File: src/rtl/ps2_key_pkg.sv
// Shared scan-code constants, command and prefix-state types for the PS/2 arrow-key controller.
package ps2_key_pkg;

  localparam logic [7:0] SC_E0    = 8'hE0;
  localparam logic [7:0] SC_F0    = 8'hF0;
  localparam logic [7:0] SC_LEFT  = 8'h6B;
  localparam logic [7:0] SC_RIGHT = 8'h74;
  localparam logic [7:0] SC_DOWN  = 8'h72;
  localparam logic [7:0] SC_UP    = 8'h75;

  typedef enum logic [1:0] {
    CMD_LEFT  = 2'd0,
    CMD_RIGHT = 2'd1,
    CMD_DOWN  = 2'd2,
    CMD_UP    = 2'd3
  } cmd_e;

  typedef enum logic [1:0] {
    PFX_IDLE = 2'd0,
    PFX_E0   = 2'd1,
    PFX_F0   = 2'd2,
    PFX_E0F0 = 2'd3
  } prefix_e;

  function automatic logic is_arrow(input logic [7:0] code);
    return (code == SC_LEFT) || (code == SC_RIGHT) || (code == SC_DOWN) || (code == SC_UP);
  endfunction

  function automatic cmd_e arrow_cmd(input logic [7:0] code);
    cmd_e c;
    case (code)
      SC_RIGHT: c = CMD_RIGHT;
      SC_DOWN:  c = CMD_DOWN;
      SC_UP:    c = CMD_UP;
      default:  c = CMD_LEFT;
    endcase
    return c;
  endfunction

  // Counter width able to hold the larger of the two repeat intervals.
  function automatic int unsigned timer_width(input int unsigned a, input int unsigned b);
    return $clog2(((a > b) ? a : b) + 1);
  endfunction

endpackage

File: src/rtl/ps2_repeat_timer.sv
// Auto-repeat interval timer: delay after a make, then a fixed period; one-cycle fire pulse.
// Built only when PS2_KEY_AUTOREPEAT_EN is defined.
`ifdef PS2_KEY_AUTOREPEAT_EN
module ps2_repeat_timer
  import ps2_key_pkg::*;
#(
  parameter int unsigned DELAY  = 25_000_000,
  parameter int unsigned PERIOD = 5_000_000
) (
  input  logic clk,
  input  logic rst_n,
  input  logic load_delay,
  input  logic stop,
  output logic fire
);

  localparam int unsigned CNT_W = timer_width(DELAY, PERIOD);

  logic [CNT_W-1:0] count;
  logic             active;

  // fire is registered, so reload values sit one below the interval to land the
  // consumer-visible command exactly DELAY / PERIOD cycles apart.
  always_ff @(posedge clk or negedge rst_n) begin
    if (!rst_n) begin
      count  <= '0;
      active <= 1'b0;
      fire   <= 1'b0;
    end else begin
      fire <= 1'b0;
      if (load_delay) begin
        active <= 1'b1;
        count  <= CNT_W'(DELAY - 2);
      end else if (stop) begin
        active <= 1'b0;
      end else if (active) begin
        if (count == '0) begin
          fire  <= 1'b1;
          count <= CNT_W'(PERIOD - 1);
        end else begin
          count <= count - CNT_W'(1);
        end
      end
    end
  end

endmodule
`endif

File: src/rtl/ps2_key_controller.sv
// PS/2 arrow-key decoder: scan handshake, E0/F0 prefix FSM, held flags and a single-entry
// command register. Auto-repeat is built when PS2_KEY_AUTOREPEAT_EN is defined.
module ps2_key_controller
  import ps2_key_pkg::*;
#(
  parameter int unsigned REPEAT_DELAY  = 25_000_000,
  parameter int unsigned REPEAT_PERIOD = 5_000_000
) (
  input  logic       CLOCK_50,
  input  logic       RST,
  input  logic       scan_ready,
  input  logic [7:0] scan_code,
  output logic       read,
  output logic [3:0] key_held,
  output logic       cmd_valid,
  output logic [1:0] cmd_code,
  output logic       cmd_repeat,
  input  logic       cmd_ready,
  output logic       cmd_dropped
);

  logic [2:0] sync_q;
  logic [7:0] code_q;
  prefix_e    prefix;

  logic       is_final_c;
  logic       is_break_c;
  logic       key_hit_c;
  logic       make_c;
  logic       break_c;
  logic       rep_c;
  logic       gen_c;
  logic [1:0] kidx_c;
  logic [1:0] rep_key_c;

  // Synchronise scan_ready; read doubles as the captured-code valid strobe.
  always_ff @(posedge CLOCK_50 or negedge RST) begin
    if (!RST) begin
      sync_q <= '0;
      code_q <= '0;
      read   <= 1'b0;
    end else begin
      sync_q <= {sync_q[1:0], scan_ready};
      read   <= sync_q[1] & ~sync_q[2];
      if (sync_q[1] & ~sync_q[2]) code_q <= scan_code;
    end
  end

  always_comb begin
    is_final_c = read && (code_q != SC_E0) && (code_q != SC_F0);
    is_break_c = (prefix == PFX_F0) || (prefix == PFX_E0F0);
    kidx_c     = arrow_cmd(code_q);
    key_hit_c  = is_final_c && is_arrow(code_q);
    make_c     = key_hit_c && !is_break_c && !key_held[kidx_c];
    break_c    = key_hit_c && is_break_c && key_held[kidx_c];
    gen_c      = make_c || rep_c;
  end

  always_ff @(posedge CLOCK_50 or negedge RST) begin
    if (!RST) begin
      prefix <= PFX_IDLE;
    end else if (read) begin
      if (code_q == SC_E0) begin
        prefix <= (prefix == PFX_F0 || prefix == PFX_E0F0) ? PFX_E0F0 : PFX_E0;
      end else if (code_q == SC_F0) begin
        prefix <= (prefix == PFX_E0 || prefix == PFX_E0F0) ? PFX_E0F0 : PFX_F0;
      end else begin
        prefix <= PFX_IDLE;
      end
    end
  end

  always_ff @(posedge CLOCK_50 or negedge RST) begin
    if (!RST) begin
      key_held <= '0;
    end else if (make_c) begin
      key_held[kidx_c] <= 1'b1;
    end else if (break_c) begin
      key_held[kidx_c] <= 1'b0;
    end
  end

`ifdef PS2_KEY_AUTOREPEAT_EN
  logic [1:0] rep_key_q;
  logic       fire;
  logic       stop_c;

  // Only the most recently made key repeats; releasing it silences repeat entirely.
  assign stop_c    = break_c && (kidx_c == rep_key_q);
  assign rep_c     = fire && key_held[rep_key_q];
  assign rep_key_c = rep_key_q;

  always_ff @(posedge CLOCK_50 or negedge RST) begin
    if (!RST) begin
      rep_key_q <= '0;
    end else if (make_c) begin
      rep_key_q <= kidx_c;
    end
  end

  ps2_repeat_timer #(
    .DELAY  (REPEAT_DELAY),
    .PERIOD (REPEAT_PERIOD)
  ) u_repeat_timer (
    .clk        (CLOCK_50),
    .rst_n      (RST),
    .load_delay (make_c),
    .stop       (stop_c),
    .fire       (fire)
  );
`else
  assign rep_c     = 1'b0;
  assign rep_key_c = 2'd0;

  // Keeps the repeat parameters referenced when no timer is built.
  if (REPEAT_DELAY < 2 || REPEAT_PERIOD < 2) begin : g_repeat_params_unused
  end
`endif

  // Single-entry command register; a make outranks a same-cycle repeat.
  always_ff @(posedge CLOCK_50 or negedge RST) begin
    if (!RST) begin
      cmd_valid   <= 1'b0;
      cmd_code    <= '0;
      cmd_repeat  <= 1'b0;
      cmd_dropped <= 1'b0;
    end else begin
      cmd_dropped <= 1'b0;
      if (gen_c) begin
        if (!cmd_valid || cmd_ready) begin
          cmd_valid  <= 1'b1;
          cmd_code   <= make_c ? kidx_c : rep_key_c;
          cmd_repeat <= !make_c;
        end else begin
          cmd_dropped <= 1'b1;
        end
      end else if (cmd_ready) begin
        cmd_valid <= 1'b0;
      end
    end
  end

endmodule
File: config.mk
export PLATFORM = sky130hd
export DESIGN_NAME = ps2_key_controller
export DESIGN_NICKNAME = d
export VERILOG_FILES = /design/src/rtl/ps2_key_pkg.sv /design/src/rtl/ps2_repeat_timer.sv /design/src/rtl/ps2_key_controller.sv
export SDC_FILE = /design/constraint.sdc
export NUM_CORES = 1
export LEC_CHECK = 0
export BUFFER_PORTS_ARGS = -buffer_cell sky130_fd_sc_hd__buf_2
export CORE_UTILIZATION = 42
export DETAILED_ROUTE_END_ITERATION = 10
export REMOVE_ABC_BUFFERS = 1
export SYNTH_ARGS = -nofsm -noshare
export SYNTH_HDL_FRONTEND = slang
export SYNTH_SLANG_ARGS = --single-unit
File: constraint.sdc
create_clock -name CLOCK_50 -period 5.76 [get_ports CLOCK_50]
set_input_delay 0.288 -clock CLOCK_50 [delete_from_list [all_inputs] [get_ports CLOCK_50]]
set_output_delay 0.288 -clock CLOCK_50 [all_outputs]
set_load 0.005 [all_outputs]
==> results by group <==
Run status
  • Result of the run: finished clean

Die
  • Height of the chip: 50.1 um
  • Horizontal die dimension: roughly 50 um
  • Floorplan die area: about 0.0025 mm^2
  • Row count: 17
  • Starting density of the core: about 44%
  • Top-Level Pins: 22
  • Placeable core area: approximately 0.0022 mm^2

Worst setup path
  • Cell count of the worst reg-to-reg path: 5
  • Register-to-register setup slack: 3760 ps
  • Largest driver fanout on the critical path: 9
  • Capture point of the worst reg-to-reg path: cmd_code[0]
  • CP startpoint kind: flip-flop
  • Peak per-stage delay on the critical path: approximately 530 ps
  • Kind of end point of the critical path: flip-flop
  • Setup CP Type: flip-flop to flip-flop
  • FF-to-FF Start: code_q[0]
  • Launching instance or port of the critical path: code_q[0]
  • Data arrival time of the critical path: approximately 2200 ps
  • Cell with the largest stage delay on the worst path: sky130_fd_sc_hd__dfrtp_1
  • Required time reported for the critical path endpoint: roughly 6000 ps
  • Capture point of the critical path: cmd_code[0]
  • Critical path, cell by cell: mux2_4 > a22o_1 > a221oi_2 > nand3_2 > mux2_1

STA
  • Slew at the pin closest to its max-slew limit: about 740 ps
  • Clock Skews: 6.49 ps
  • Upper clock frequency limit: 499 MHz
  • Share of the clock period used by the worst path: a little over a third
  • Setup total negative slack: 0 ps
  • Final hold violation count: 0
  • Setup repair after global routing missed its margin: no
  • Final count of pins violating max slew: 0
  • Slew Limit Headroom: 50.7%
  • Final number of setup-violating endpoints: 0
  • Min Clock Period, post-route: between 2000 and 2500 ps

Job
  • Number of max-cap violations: 0

Pwr
  • Max rail drop VDD: between 0.15 and 0.2 mV
  • Clock group share of total power: 35.3%
  • Sequential group share of total power: 54.0%
  • Combinational group share of total power: 10.7%
  • Pwr per Cell Area: roughly 290 mW/mm^2
  • P_sw: about 77 uW
  • Leakage power total: around 0.55 nW
  • Overall power after layout: 332 uW
  • Share of total power consumed by net switching: between 20% and 30%
  • Int Pwr: between 200 and 300 uW

Min path
  • Worst hold path startpoint: scan_ready
  • Class of the tightest hold or removal check: primary input to flip-flop

Clocking
  • TritonCTS clock tree: yes
  • Post-CTS setup-driven buffer insertion count: 0
  • Clock slew at reported path FFs: about 130 ps
  • Gates resized, CTS repair: 0
  • H-tree levels: 1
  • Sink Count: 22
  • Clock Path Buffers: 2
  • Clock latency at the later pin of the worst-skew pair: 300 ps
  • Clock tree root buffer cell: sky130_fd_sc_hd__clkbuf_4
  • Number of buffers created by CTS: 3

Finish
  • Net count, final: between 100 and 150
  • Layout Area Growth over Synthesis: 19.4%
  • Commonest cells after routing, fill and taps aside: sky130_fd_sc_hd__dfrtp_1, sky130_fd_sc_hd__buf_2, sky130_fd_sc_hd__nand2_1, sky130_fd_sc_hd__mux2_2
  • Share of cells above drive strength 1: between 30% and 40%
  • Most common library cell in the layout ignoring fill and taps: sky130_fd_sc_hd__dfrtp_1
  • Area of the multi-input gates: 397 um^2
  • ANT cells: 0
  • Register area: around 550 um^2
  • Filler cell count: 193

Yosys
  • Top cell type's share of synthesized area: between 50% and 60%
  • Largest cells by area after synthesis: sky130_fd_sc_hd__dfrtp_1, sky130_fd_sc_hd__mux2_2, sky130_fd_sc_hd__nand2_1
  • Mean post-synth cell area: roughly 12 um^2
  • Register bit total from synthesis: 22
  • Post-synth cell types: 31
  • Yosys Warn Count: 0
  • Synth Instances: 80
  • Seq/Total Area, Yosys: between 50% and 60%
  • Cell type with the highest aggregate area in the netlist: sky130_fd_sc_hd__dfrtp_1
  • Syn Std Cell Area: around 970 um^2

Detailed routing
  • Number of design-rule violations left by the first detailed-router iteration: 14
  • Post-detailed-routing wire length: approximately 1.6 mm
  • Via count: around 700
  • Via/cell ratio: 5.27
  • Drc violations: 0
  • Average detailed-routed wire length per instance: 11.8 um
  • First-pass iteration count of the detailed router: 4
  • Number of nets with antenna violations after detailed routing: 0

Global route
  • Number of global-route vias before repair: 663
  • Overall overflow remaining after global route: 0
  • Antenna violations before repair: 0
  • Wire length of the first global-routing pass: 2.95 mm
  • Total routing resource utilization after global routing: between 10% and 20%
  • Pin count of the biggest net entering global routing: 23

Placement
  • Quantity of I/O buffers inserted on ports: 21
  • Gp weighted congestion: just under 0.9
  • DP HPWL: between 1 and 1.5 mm
## worst min-delay path by stage
stage          slack [ps]  cells after the start                         end
2_1_floorplan          -8                      0  asynchronous set/reset pin
3_3_place_gp          270                      1  asynchronous set/reset pin
3_5_place_dp          280                      1  asynchronous set/reset pin
4_1_cts                70                      1                   sync_q[0]
5_1_grt                60                      1                   sync_q[0]
6_report               80                      1                   sync_q[0]
## logic make-up (layout without fill, tap and decap cells)
group | Yosys count | after routing | synth area share (%)
AO/OA/AOI/OAI | 16 | 16 | 11.9
buffers and inverters | 4 | 28 | 2.32
flip-flops | 22 | 22 | 56.8
multiplexers | 10 | 10 | 12.0
AND/OR/NAND/NOR | 28 | 28 | 17.0
## power by group through the flow
stage	combinational, mW	clock (mW)	sequential (mW)
global route	0.0410	0.126	0.182
CTS	0.0360	0.120	0.179
finish	0.0355	0.117	0.179
detailed placement	0.0354	0	0.182
global placement	0.0350	0	0.182
floorplan	0.0236	0	0.179
## area by class of cell
cell class / instances / area share, %
well taps: 28 / 3.03
inverters: 2 / 0.649
clock buffers: 3 / 1.95
repair buffers: 22 / 9.95
clock inverters: 1 / 2.59
flip-flops and latches: 22 / 47.6
multi-input cells: 54 / 34.3
## layer usage
layer	routed length (um)	up-vias	global-route usage (%)
met5	0	-	0
met4	16	0	7.14
met3	72	2	4.01
met2	746	22	24.4
met1	728	335	20.5
li1	-	336	-
## critical path: cells and delay by family, from the launching register on
family | cells | cell delay (ps)
AO/OA/AOI/OAI | 2 | 560
flip-flops | 1 | 530
multiplexers | 2 | 660
AND/OR/NAND/NOR | 1 | 140
## Yosys cell counts
library cell                number
sky130_fd_sc_hd__a211o_1         1
sky130_fd_sc_hd__a21oi_1         2
sky130_fd_sc_hd__a221oi_2        1
sky130_fd_sc_hd__a22o_1          1
sky130_fd_sc_hd__a31oi_1         2
sky130_fd_sc_hd__a41oi_1         1
sky130_fd_sc_hd__and2_1          1
sky130_fd_sc_hd__and2_2          2
sky130_fd_sc_hd__and3_1          1
sky130_fd_sc_hd__and3b_1         1
sky130_fd_sc_hd__buf_6           1
sky130_fd_sc_hd__clkbuf_1        1
sky130_fd_sc_hd__dfrtp_1        22
sky130_fd_sc_hd__inv_1           2
sky130_fd_sc_hd__mux2_1          2
sky130_fd_sc_hd__mux2_2          7
sky130_fd_sc_hd__mux2_4          1
sky130_fd_sc_hd__nand2_1         7
sky130_fd_sc_hd__nand2b_1        1
sky130_fd_sc_hd__nand3_1         2
sky130_fd_sc_hd__nand3_2         1
sky130_fd_sc_hd__nand3b_1        2
sky130_fd_sc_hd__nor2_1          3
sky130_fd_sc_hd__nor2b_1         4
sky130_fd_sc_hd__nor3_1          1
sky130_fd_sc_hd__nor3b_1         1
sky130_fd_sc_hd__nor3b_2         1
sky130_fd_sc_hd__o211ai_1        1
sky130_fd_sc_hd__o21ai_0         4
sky130_fd_sc_hd__o2bb2ai_1       1
sky130_fd_sc_hd__o31ai_1         2
## per-stage QoR
step | area [um^2] | setup WS [ps] | cells | hold WS, ps | utilization (%)
6_report | 1160 | 3760 | 132 | 83.0 | 52.8
5_1_grt | 1160 | 3560 | 132 | 62.0 | 52.8
4_1_cts | 1160 | 3750 | 132 | 70.7 | 52.8
3_5_place_dp | 1090 | 3780 | 127 | 278 | 50.0
3_3_place_gp | 1090 | 3820 | 127 | 272 | 50.0
2_1_floorplan | 955 | 3910 | 78 | -7.59 | -
## what timing repair did
| action | 4_1_cts | 5_1_grt |
|---|---|---|
| endpoints found under the hold margin | 22 | 0 |
| endpoints found under the setup margin | 0 | 0 |
| hold buffers | 1 | 0 |
No activity file was read; power rests on OpenSTA's default activity.
